## config.mk

```make
export PLATFORM = sky130hd
export DESIGN_NAME = uart_tx_unit
export DESIGN_NICKNAME = d
export VERILOG_FILES = /design/src/rtl/uart_pkg.sv /design/src/rtl/uart_tx_bit_timer.sv /design/src/rtl/uart_tx_unit.sv
export SDC_FILE = /design/constraint.sdc
export NUM_CORES = 1
export LEC_CHECK = 0
export CAP_MARGIN = 30
export CORE_MARGIN = 2
export CORE_UTILIZATION = 58
export DETAILED_ROUTE_END_ITERATION = 8
export PLACE_DENSITY = 0.78
export SLEW_MARGIN = 20
export SYNTH_ARGS = -nofsm -noshare
export SYNTH_HDL_FRONTEND = slang
export SYNTH_HIERARCHICAL = 1
export SYNTH_SLANG_ARGS = --single-unit
```

## constraint.sdc

```tcl
create_clock -name clock -period 3.74 [get_ports clock]
set_input_delay 0.748 -clock clock [delete_from_list [all_inputs] [get_ports clock]]
set_output_delay 0.748 -clock clock [all_outputs]
set_load 0.05 [all_outputs]
```

## src/rtl/uart_pkg.sv

```systemverilog
// Shared encodings, constants and helpers for the UART transmit path.
// Parity and baud selects match the receive chain's encodings.
package uart_pkg;

  localparam logic [1:0] PAR_NONE = 2'b00;
  localparam logic [1:0] PAR_ODD  = 2'b01;
  localparam logic [1:0] PAR_EVEN = 2'b10;

  localparam logic [1:0] BAUD_SEL_2400  = 2'b00;
  localparam logic [1:0] BAUD_SEL_4800  = 2'b01;
  localparam logic [1:0] BAUD_SEL_9600  = 2'b10;
  localparam logic [1:0] BAUD_SEL_19200 = 2'b11;

  localparam int BAUD_2400  = 2400;
  localparam int BAUD_4800  = 4800;
  localparam int BAUD_9600  = 9600;
  localparam int BAUD_19200 = 19200;

  localparam int FRAME_BITS = 11;

  typedef enum logic [2:0] {
    IDLE,
    START,
    DATA,
    PARITY,
    STOP
  } state_t;

  function automatic logic parity_bit(
    input logic [7:0] data,
    input logic [1:0] ptype
  );
    logic p;
    unique case (ptype)
      PAR_EVEN: p = ^data;
      PAR_ODD:  p = ~^data;
      default:  p = 1'b1;
    endcase
    return p;
  endfunction

endpackage

```

## src/rtl/uart_tx_bit_timer.sv

```systemverilog
// Bit-period counter: pulses bit_end on the last clock of each bit.
// The counter wraps to zero on bit_end and on restart.
module uart_tx_bit_timer
  import uart_pkg::*;
#(
  parameter int CLK_FREQ = 50_000_000,
  parameter int DIV_W    = 16
) (
  input  logic       clock,
  input  logic       reset_n,
  input  logic [1:0] baud_sel,
  input  logic       en,
  input  logic       restart,
  output logic       bit_end
);

  localparam logic [DIV_W-1:0] LIM0 = DIV_W'(CLK_FREQ / BAUD_2400 - 1);
  localparam logic [DIV_W-1:0] LIM1 = DIV_W'(CLK_FREQ / BAUD_4800 - 1);
  localparam logic [DIV_W-1:0] LIM2 = DIV_W'(CLK_FREQ / BAUD_9600 - 1);
  localparam logic [DIV_W-1:0] LIM3 = DIV_W'(CLK_FREQ / BAUD_19200 - 1);

  logic [DIV_W-1:0] cnt_q;
  logic [DIV_W-1:0] cnt_d;
  logic [DIV_W-1:0] lim;

  always_comb begin
    unique case (baud_sel)
      BAUD_SEL_2400:  lim = LIM0;
      BAUD_SEL_4800:  lim = LIM1;
      BAUD_SEL_9600:  lim = LIM2;
      default:        lim = LIM3;
    endcase
  end

  assign bit_end = en && (cnt_q == lim);

  always_comb begin
    cnt_d = cnt_q;
    if (restart || bit_end) begin
      cnt_d = '0;
    end else if (en) begin
      cnt_d = cnt_q + 1'b1;
    end
  end

  always_ff @(posedge clock or negedge reset_n) begin
    if (!reset_n) begin
      cnt_q <= '0;
    end else begin
      cnt_q <= cnt_d;
    end
  end

endmodule

```

## src/rtl/uart_tx_unit.sv

```systemverilog
// UART transmitter: start, 8 data bits LSB first, parity slot, stop.
// Frame settings are latched on accept and held for the whole frame.
module uart_tx_unit
  import uart_pkg::*;
#(
  parameter int CLK_FREQ = 50_000_000,
  parameter int DIV_W    = 16
) (
  input  logic       clock,
  input  logic       reset_n,
  input  logic       send,
  input  logic [7:0] data_in,
  input  logic [1:0] parity_type,
  input  logic [1:0] baud_rate,
  output logic       data_tx,
  output logic       active_flag,
  output logic       done_flag
);

  state_t     state_q, state_d;
  logic [7:0] shift_q, shift_d;
  logic [2:0] idx_q, idx_d;
  logic       par_q, par_d;
  logic [1:0] baud_q, baud_d;
  logic       tx_q, tx_d;
  logic       active_q, active_d;
  logic       done_q, done_d;
  logic       accept;
  logic       bit_end;

  assign accept = (state_q == IDLE) && send;

  uart_tx_bit_timer #(
    .CLK_FREQ (CLK_FREQ),
    .DIV_W    (DIV_W)
  ) u_timer (
    .clock    (clock),
    .reset_n  (reset_n),
    .baud_sel (baud_q),
    .en       (state_q != IDLE),
    .restart  (accept),
    .bit_end  (bit_end)
  );

  always_comb begin
    state_d  = state_q;
    shift_d  = shift_q;
    idx_d    = idx_q;
    par_d    = par_q;
    baud_d   = baud_q;
    tx_d     = tx_q;
    active_d = active_q;
    done_d   = 1'b0;
    unique case (state_q)
      IDLE: if (send) begin
        state_d  = START;
        shift_d  = data_in;
        baud_d   = baud_rate;
        par_d    = parity_bit(data_in, parity_type);
        tx_d     = 1'b0;
        active_d = 1'b1;
      end
      START: if (bit_end) begin
        state_d = DATA;
        idx_d   = '0;
        tx_d    = shift_q[0];
        shift_d = shift_q >> 1;
      end
      DATA: if (bit_end) begin
        if (idx_q == 3'd7) begin
          state_d = PARITY;
          tx_d    = par_q;
        end else begin
          idx_d   = idx_q + 1'b1;
          tx_d    = shift_q[0];
          shift_d = shift_q >> 1;
        end
      end
      PARITY: if (bit_end) begin
        state_d = STOP;
        tx_d    = 1'b1;
      end
      STOP: if (bit_end) begin
        state_d  = IDLE;
        active_d = 1'b0;
        done_d   = 1'b1;
      end
      default: begin
        state_d  = IDLE;
        tx_d     = 1'b1;
        active_d = 1'b0;
      end
    endcase
  end

  always_ff @(posedge clock or negedge reset_n) begin
    if (!reset_n) begin
      state_q  <= IDLE;
      shift_q  <= '0;
      idx_q    <= '0;
      par_q    <= 1'b1;
      baud_q   <= '0;
      tx_q     <= 1'b1;
      active_q <= 1'b0;
      done_q   <= 1'b0;
    end else begin
      state_q  <= state_d;
      shift_q  <= shift_d;
      idx_q    <= idx_d;
      par_q    <= par_d;
      baud_q   <= baud_d;
      tx_q     <= tx_d;
      active_q <= active_d;
      done_q   <= done_d;
    end
  end

  assign data_tx     = tx_q;
  assign active_flag = active_q;
  assign done_flag   = done_q;

endmodule

```

==> out/qor.txt, run 1 <==
Status: completed
Synth warn: 6
Final Non-Filler Cells: 283
Core area: 0.00369 mm2
Post-DP HPWL: 2930 um
Die Footprint: 0.00436 mm2
Pin count of the biggest net entering global routing: 37
Vias: 1624
Crit end category: flop
Final slew viol count: 0
Min Tclk post-route: 3090 ps
Root Driver: clkbuf_8
Async S/R FF share, synth: 1.00
Worst ir drop on vdd: 230 uV
GRT Util Overall: 0.225
Actual slew at the worst max-slew pin: 797 ps
Ant. Diodes: 0
FF+latch count, synth: 36
Final TNS setup: 0 ps
CTS Buf Count: 5
Starting Density: 0.605
RSZ-0062 raised after global routing: false
H-tree depth: 2
CTS Hold Buffers Added: 0
Cell Pwr Density: 478 mW/mm2
# IOs: 18
Share of layout cells above drive strength 1: 0.149
Synth unique cells: 50
Post-DRT Antenna Nets: 0
Routed wire per std cell: 14.9 um
Fmax: 323 MHz
Final net count: 258
Placed Instances: 275
Clk sinks: 36
Initial DRC Count: 112
Cell Rows: 22
Max Cap Viol: 0
Post-Synthesis Cell Area: 0.00223 mm2
Post-synthesis sequential area ratio: 0.405
Worst slew margin: 0.469
Top_reg_cell synth: dfrtp_1
DRC: 0
TritonCTS clock tree: built
Buffers on Ports: 17
CP startpoint kind: flop
Syn Inst Count: 220
CP arrival: 3310 ps
Area growth, synth to finish: 11.1%
Final WL: 4220 um
Grt ovf: 0
Post-synth EDFFs: 0
Post-route clock period utilization: 0.827
Final setup vio count: 0
WP data required: 3950 ps
Crit path kind: flop to flop
Die height: 66.0 um
Worst-skew pair later-pin latency: 290 ps
Total power: 1190 uW
Antenna violations before repair: 0
Leakage: 0.00107 uW
Number of gates resized after CTS: 0
Post-synthesis average cell area: 10.1 um2
Vias per cell: 5.74
Die width: 66.0 um
First-pass GRT wire length: 7410 um
Post-CTS setup buffers: 0
Syn nets: 244
# fillers: 302
Fin. Hold Viols: 0
Vias in the first global route: 1618
Final GP Congestion: 0.844
Max Buffers Root-to-Sink: 2
CTS clk-pin slew, worst paths: 70 ps
Clock skew: 7.73 ps
Router iterations before antenna repair: 6
Hold Crit Class: flop to flop
Worst-path fanout max: 16
cell usage in the layout (no fill, tap or decap), types with 8 or more instances in the layout:
cell	Yosys	routed
clkdlybuf4s50_1	0	16
dfrtp_1	34	34
ha_1	9	9
inv_1	8	8
mux2i_1	11	11
nand2_1	14	14
nor2_1	17	17
nor3_1	17	17
xnor2_1	17	17
xor2_1	8	8
flip-flops by register name, indices dropped and copies added (netlist names), 2 cells and up:
register,cells
u_timer/cnt_q,16
shift_q,8
idx_q,3
state_q,3
baud_q,2
cell usage after synthesis (4+ instances only):
| library cell | n | area (um2) |
|---|---|---|
| dfrtp_1 | 34 | 851 |
| nor2_1 | 17 | 63.8 |
| nor3_1 | 17 | 85.1 |
| xnor2_1 | 17 | 149 |
| nand2_1 | 14 | 52.6 |
| mux2i_1 | 11 | 110 |
| ha_1 | 9 | 113 |
| inv_1 | 8 | 30.0 |
| xor2_1 | 8 | 70.1 |
| a21oi_2 | 7 | 61.3 |
| nand4_1 | 7 | 43.8 |
| o21ai_0 | 6 | 30.0 |
| and3_1 | 4 | 25.0 |
| buf_2 | 4 | 20.0 |
cell type report:
class / count / area, um2 / share of cell area
Tap cell: 48 / 60.1 / 0.0242
Inverter: 8 / 30.0 / 0.0121
Timing Repair Buffer: 19 / 180 / 0.0727
Sequential cell: 36 / 903 / 0.364
Clock buffer: 8 / 100 / 0.0404
Multi-Input combinational cell: 164 / 1210 / 0.486
critical path, cell delays in order, from the launching register on:
cell       delay, ps
dfrtp_1          470
inv_1            110
ha_1             250
nor4bb_1         300
o22ai_1          150
a2111oi_4        440
inv_1            160
o32ai_1          280
and2b_1          600
nand3b_1         170
o21ai_2           80
per-layer routing:
layer,part of all wire,track usage,vias up
met1,0.47,0.293,782
li1,-,-,804
met4,0.012,0.102,0
met5,0,0,-
met3,0.028,0.0375,6
met2,0.49,0.367,32
power breakdown:
group | internal [uW] | switching (uW)
Combinational | 155 | 151
Sequential | 467 | 111
Clock | 168 | 134
stage by stage:
stage | utilization | area, um2 | hold slack, ps | worst slack (ps)
floorplan | - | 2230 | 452 | 1050
global placement | 0.645 | 2380 | 471 | 764
detailed placement | 0.645 | 2380 | 481 | 671
CTS | 0.672 | 2480 | 498 | 663
global route | 0.672 | 2480 | 550 | 296
finish | 0.672 | 2480 | 491 | 645
final timing paths:
kind	start	slack, ps	cells past startpoint	endpoint
setup / recovery	baud_q[0]$_DFFE_PN0P_	650	10	shift_q[7]$_DFFE_PN0P_
setup reg to reg	baud_q[0]$_DFFE_PN0P_	650	10	shift_q[7]$_DFFE_PN0P_
hold reg to reg	idx_q[2]$_DFFE_PN0P_	490	2	idx_q[2]$_DFFE_PN0P_
min in group asynchronous	reset_n	550	1	shift_q[6]$_DFFE_PN0P_
max in group asynchronous	reset_n	2690	1	state_q[0]$_DFFE_PN0P_
hold / removal	idx_q[2]$_DFFE_PN0P_	490	2	idx_q[2]$_DFFE_PN0P_
cell families (layout without fill, tap and decap cells):
group | count (synthesis) | in the layout | synth area share
AND/OR/NAND/NOR | 85 | 85 | 0.212
flip-flops | 36 | 36 | 0.405
AO/OA/AOI/OAI | 31 | 31 | 0.115
XOR/XNOR | 25 | 25 | 0.0981
buffers and inverters | 20 | 35 | 0.0549
multiplexers | 14 | 14 | 0.0645
adder cells (fa/ha/maj) | 9 | 9 | 0.0504
Note: power is estimated with default switching activity, not from simulation.
==> run 2: changes to the inputs <==
==> constraint.sdc (replaced) <==
create_clock -name clock -period 3 [get_ports clock]
set_input_delay 0.6 -clock clock [delete_from_list [all_inputs] [get_ports clock]]
set_output_delay 0.6 -clock clock [all_outputs]
set_load 0.05 [all_outputs]
==> run 2 against run 1 <==
Maximum frequency up 14%. Highest routed layer unchanged. Clock skew fell by 2.4 ps. Total power grew 24%. Sequential cell count is the same. Count of clock-buffer cells in the layout unchanged. Global-route usage is 0.27 points higher. Register-to-register slack worse by 360 ps. Utilization is 0.37 points higher.
==> out/qor.txt, run 2 (same netlist as run 1, synthesis figures left out) <==
Status: completed
Critical path cell sequence: inv_1, ha_1, nor4bb_1, o22ai_1, a2111oi_4, inv_1, o32ai_1, and2b_1, buf_4, nand3b_1, o21ai_2
Clock share of power: 0.242
Hold Crit Class: input port to async pin
Largest regs: u_timer/cnt_q (16), shift_q (8)
First-pass GRT wire length: 7540 um
# IOs: 18
RSZ-0062 raised after global routing: false
CTS clk-pin slew, worst paths: 70 ps
DRC: 0
Cell Pwr Density: 588 mW/mm2
Final Non-Filler Cells: 286
Worst Slack Setup Final: 288 ps
Die width: 66.0 um
Comb power frac: 0.259
Vias per cell: 5.71
Reg2Reg Setup Slack: 290 ps
H-tree depth: 2
Root Driver: clkbuf_8
Fin. Hold Viols: 0
Buffers on Ports: 17
Placed cell areas: 0.00239 mm2
Grt ovf: 0
Most common cell after layout, fill and taps aside: dfrtp_1
Starting Density: 0.605
Critical path's top delay family: compound AO/OA/AOI/OAI gates
Ant. Diodes: 0
GRT Util Overall: 0.228
Initial DRC Count: 109
Min Tclk post-route: 2710 ps
CP arrival: 2930 ps
Crit path buffers/inverters: 3
Clock skew: 5.37 ps
Most frequent cells in the layout: 33 x dfrtp_1, 17 x nor2_1, 17 x xnor2_1, 17 x nor3_1, 16 x clkdlybuf4s50_1
Post-DP HPWL: 3130 um
Internal Power: 963 uW
Worst ir drop on vdd: 346 uV
Crit path kind: flop to flop
Final slew viol count: 0
P_sw: 502 uW
Reg2Reg Depth: 11
Placed Instances: 277
Vias: 1632
Cell Rows: 22
Area growth, synth to finish: 11.7%
Final setup vio count: 0
Routed wire per std cell: 15.2 um
Pre-CTS setup slack: 153 ps
Worst-path fanout max: 16
Worst-skew pair later-pin latency: 290 ps
Final GP Congestion: 0.841
CP startpoint kind: flop
Leakage: 0.00108 uW
Max reg flops: 16
Antenna violations before repair: 0
CP max stage delay: 460 ps
Max Buffers Root-to-Sink: 2
CTS Buf Count: 5
Crit end category: flop
CP max-delay cell: dfrtp_2
Core area: 0.00369 mm2
Most common cell type on the critical path: inv_1
Post-DRT Antenna Nets: 0
Die height: 66.0 um
Switching Share: 0.343
Final WL: 4360 um
R2R Path End: shift_q[7]$_DFFE_PN0P_
Flop pwr share: 0.500
Pin count of the biggest net entering global routing: 37
WP data required: 3220 ps
Vias in the first global route: 1609
Total power: 1470 uW
Max Cap Viol: 0
Final TNS setup: 0 ps
Final net count: 261
Router iterations before antenna repair: 4
Post-route clock period utilization: 0.904
TritonCTS clock tree: built
Share of layout cells above drive strength 1: 0.160
# fillers: 295
Die Footprint: 0.00436 mm2
Worst slew margin: 0.483
Largest Register: u_timer/cnt_q
Fmax: 369 MHz
Worst R2R Start: baud_q[0]$_DFFE_PN0P_
Actual slew at the worst max-slew pin: 775 ps
Design Area, Final: 0.00249 mm2
Clk sinks: 36
run 2: cell count changes in the layout (fill, tap and decap cells not counted), sizes merged:
| cell | change |
|---|---|
| buf | +3 |
run 2: cell type report:
class,count,area [um2],area share
multi-input combinational,164,1210,0.484
sequential,36,905,0.363
timing repair buffer,22,203,0.0813
clock buffer,8,90.1,0.0361
tap,48,60.1,0.0241
inverter,8,30.0,0.0120
run 2: power by group through the flow:
stage	Clock [uW]	Combinational [uW]	Sequential, uW
2_1_floorplan	0	358	666
3_3_place_gp	0	362	732
3_5_place_dp	0	381	731
4_1_cts	360	384	726
5_1_grt	381	425	747
6_report	354	379	733
run 2: timing repair:
item                       in CTS  in global routing
resized for setup               0                  1
hold buffers                    0                  0
setup endpoints to repair       0                  8
setup buffers                   0                  1
run 2: worst max path at each step:
stage                     startpoint                endpoint  slack, ps  depth (start not counted)
3_3_place_gp   baud_q[0]$_DFFE_PN0P_  shift_q[7]$_DFFE_PN0P_        310                         11
3_5_place_dp   baud_q[0]$_DFFE_PN0P_  shift_q[7]$_DFFE_PN0P_        150                         11
2_1_floorplan  baud_q[0]$_DFFE_PN0P_  shift_q[5]$_DFFE_PN0P_        310                         13
4_1_cts        baud_q[0]$_DFFE_PN0P_  shift_q[7]$_DFFE_PN0P_        140                         11
5_1_grt        baud_q[0]$_DFFE_PN0P_  shift_q[7]$_DFFE_PN0P_         60                         11
6_report       baud_q[0]$_DFFE_PN0P_  shift_q[7]$_DFFE_PN0P_        290                         11
run 2: routing by layer:
layer	GRT usage	vias to the layer above	wire length, um
li1	-	811	-
met3	0.0409	7	134
met5	0	-	0
met4	0.0689	0	63
met1	0.282	784	1960
met2	0.403	30	2200
run 2: metrics by stage:
stage / utilization / hold WS [ps]
2_1_floorplan: - / 304
3_3_place_gp: 0.649 / 470
3_5_place_dp: 0.649 / 479
4_1_cts: 0.674 / 419
5_1_grt: 0.676 / 464
6_report: 0.676 / 387
run 2: worst register-to-register path, stage by stage, from the launching register on:
cell       delay [ps]
dfrtp_2           460
inv_1             100
ha_1              220
nor4bb_1          300
o22ai_1           170
a2111oi_4         410
inv_1             150
o32ai_1           270
and2b_1           150
buf_4             230
nand3b_1          120
o21ai_2            70
==> run 3: changes to the inputs <==
--- a/config.mk
+++ b/config.mk
@@ -6,10 +6,11 @@
 export NUM_CORES = 1
 export LEC_CHECK = 0
 export CAP_MARGIN = 30
+export CORE_ASPECT_RATIO = 1.2
 export CORE_MARGIN = 2
-export CORE_UTILIZATION = 58
+export CORE_UTILIZATION = 62
 export DETAILED_ROUTE_END_ITERATION = 8
-export PLACE_DENSITY = 0.78
+export PLACE_DENSITY = 0.82
 export SLEW_MARGIN = 20
 export SYNTH_ARGS = -nofsm -noshare
 export SYNTH_HDL_FRONTEND = slang
==> constraint.sdc (replaced) <==
create_clock -name clock -period 3.4 [get_ports clock]
set_input_delay 0.68 -clock clock [delete_from_list [all_inputs] [get_ports clock]]
set_output_delay 0.68 -clock clock [all_outputs]
set_load 0.05 [all_outputs]
==> run 3 against run 2 <==
The flow now finishes with violations (DRC). Setup slack improved by 94 ps. Worst hold slack improved by 120 ps. Clock skew fell by 2.5 ps. Sequential cell count did not move. Wire length rose by 0.41%. Count of clock-buffer cells in the layout fell by 3. Global-route usage rose by 1.9 points. Critical path depth did not move. Maximum frequency fell by 10%. Non-clock buffer count did not move.
==> out/qor.txt, run 3 (same netlist as run 1, synthesis figures left out) <==
Final core utilization: 0.738
Die width: 58.8 um
Critical path's top delay family: simple AND/OR/NAND/NOR gates
Crit path kind: flop to flop
Reg2Reg Depth: 11
Vias: 1702
Leakage: 0.00109 uW
Largest regs: u_timer/cnt_q (16), shift_q (8)
Starting Density: 0.657
Core area: 0.00340 mm2
Min Tclk post-route: 3020 ps
Router iterations before antenna repair: 6
Worst ir drop on vdd: 297 uV
CP arrival: 3240 ps
Worst R2R Start: baud_q[0]$_DFFE_PN0P_
Cell Rows: 23
Fin. Hold Viols: 0
RSZ-0062 raised after global routing: false
Initial DRC Count: 103
Area growth, synth to finish: 12.2%
Hold Path End: idx_q[1]$_DFFE_PN0P_
Max Buffers Root-to-Sink: 2
Max Cap Viol: 0
Crit end category: flop
GRT Util Overall: 0.247
Status: finished with violations
Reg2Reg Setup Slack: 380 ps
CTS Hold Buffers Added: 0
Routed wire per std cell: 15.9 um
Clock skew: 2.88 ps
Antenna violations before repair: 0
CP max-delay cell: and2b_1
Ant. Diodes: 0
# IOs: 18
Min-delay src: idx_q[1]$_DFFE_PN0P_
R2R Path End: shift_q[4]$_DFFE_PN0P_
First-pass GRT wire length: 7800 um
Final net count: 261
Post-DP HPWL: 3230 um
Worst-skew pair later-pin latency: 290 ps
Largest Register: u_timer/cnt_q
Post-CTS setup buffers: 0
WP data required: 3620 ps
Hold Crit Class: flop to flop
Hold path depth: 2
Final setup vio count: 0
Buffers on Ports: 17
CP startpoint kind: flop
Number of gates resized after CTS: 0
H-tree depth: 2
WP depth: 11
Worst-path fanout max: 16
Final slew viol count: 0
CP max stage delay: 600 ps
Grt ovf: 0
Most frequent cells in the layout: 34 x dfrtp_1, 17 x nor2_1, 17 x xnor2_1, 17 x clkdlybuf4s50_1, 17 x nor3_1
TritonCTS clock tree: built
Die height: 69.7 um
Clk sinks: 36
Cell Pwr Density: 544 mW/mm2
Post-route clock period utilization: 0.888
CTS Buf Count: 5
DRC: 1
Crit path buffers/inverters: 2
Die Footprint: 0.00410 mm2
Final GP Congestion: 0.851
Vias per cell: 6.19
Max reg flops: 16
Share of layout cells above drive strength 1: 0.160
Total power: 1360 uW
Worst slew margin: 0.546
Pin count of the biggest net entering global routing: 37
Vias in the first global route: 1679
CTS clk-pin slew, worst paths: 70 ps
Final TNS setup: 0 ps
Post-DRT Antenna Nets: 0
Actual slew at the worst max-slew pin: 681 ps
Root Driver: clkbuf_8
Failing checks: DRC
Most common cell after layout, fill and taps aside: dfrtp_1
Final WL: 4380 um
Fmax: 331 MHz
Critical path cell sequence: inv_1, ha_1, nor4bb_1, o22ai_1, a2111oi_4, buf_4, mux2i_1, o32ai_1, and2b_1, nor2_1, a21oi_2
[run 3: cell count changes in the layout (fill, tap and decap cells not counted), sizes merged]
cell           delta
clkbuf            -3
buf               -1
bufinv            +1
clkdlybuf4s50     +1
clkinv            +1
clkinvlp          +1
[run 3: worst max path at each step]
stage | start | end | slack (ps)
after floorplan | baud_q[0]$_DFFE_PN0P_ | shift_q[5]$_DFFE_PN0P_ | 710
after global placement | baud_q[0]$_DFFE_PN0P_ | shift_q[7]$_DFFE_PN0P_ | 560
after detailed placement | baud_q[0]$_DFFE_PN0P_ | shift_q[4]$_DFFE_PN0P_ | 400
after CTS | baud_q[0]$_DFFE_PN0P_ | shift_q[4]$_DFFE_PN0P_ | 380
after global routing | baud_q[0]$_DFFE_PN0P_ | shift_q[7]$_DFFE_PN0P_ | 60
final | baud_q[0]$_DFFE_PN0P_ | shift_q[4]$_DFFE_PN0P_ | 380
[run 3: per-stage QoR]
step / hold slack (ps) / std cells / area [um2] / setup slack (ps)
2_1_floorplan: 384 / 220 / 2230 / 715
3_3_place_gp: 470 / 267 / 2390 / 563
3_5_place_dp: 493 / 267 / 2390 / 401
4_1_cts: 510 / 275 / 2500 / 379
5_1_grt: 536 / 275 / 2500 / 58.7
6_report: 507 / 275 / 2500 / 382
[run 3: worst register-to-register path, stage by stage (launching register included)]
cell and delay (ps):
dfrtp_1 470, inv_1 130, ha_1 210, nor4bb_1 350, o22ai_1 180, a2111oi_4 330
buf_4 210, mux2i_1 80, o32ai_1 110, and2b_1 600, nor2_1 130, a21oi_2 150
[run 3: final cells by class]
type	count	area [um2]
inverters	8	30.0
multi-input cells	164	1210
well taps	37	46.3
clock inverters	3	42.5
repair buffers	22	208
fillers	241	891
flip-flops and latches	36	903
clock buffers	5	68.8
[run 3: routing by layer]
layer	vias to the layer above	wire length, um	share of wire	GRT usage
met5	-	0	0	0
met4	0	89	0.020	0.106
met3	10	173	0.040	0.0522
met2	42	2310	0.53	0.417
met1	841	1810	0.41	0.294
li1	809	-	-	-
[run 3: where the power goes]
part / internal, uW / switching [uW]
combinational: 173 / 169
clock: 217 / 160
sequential: 514 / 130
total: 903 / 459
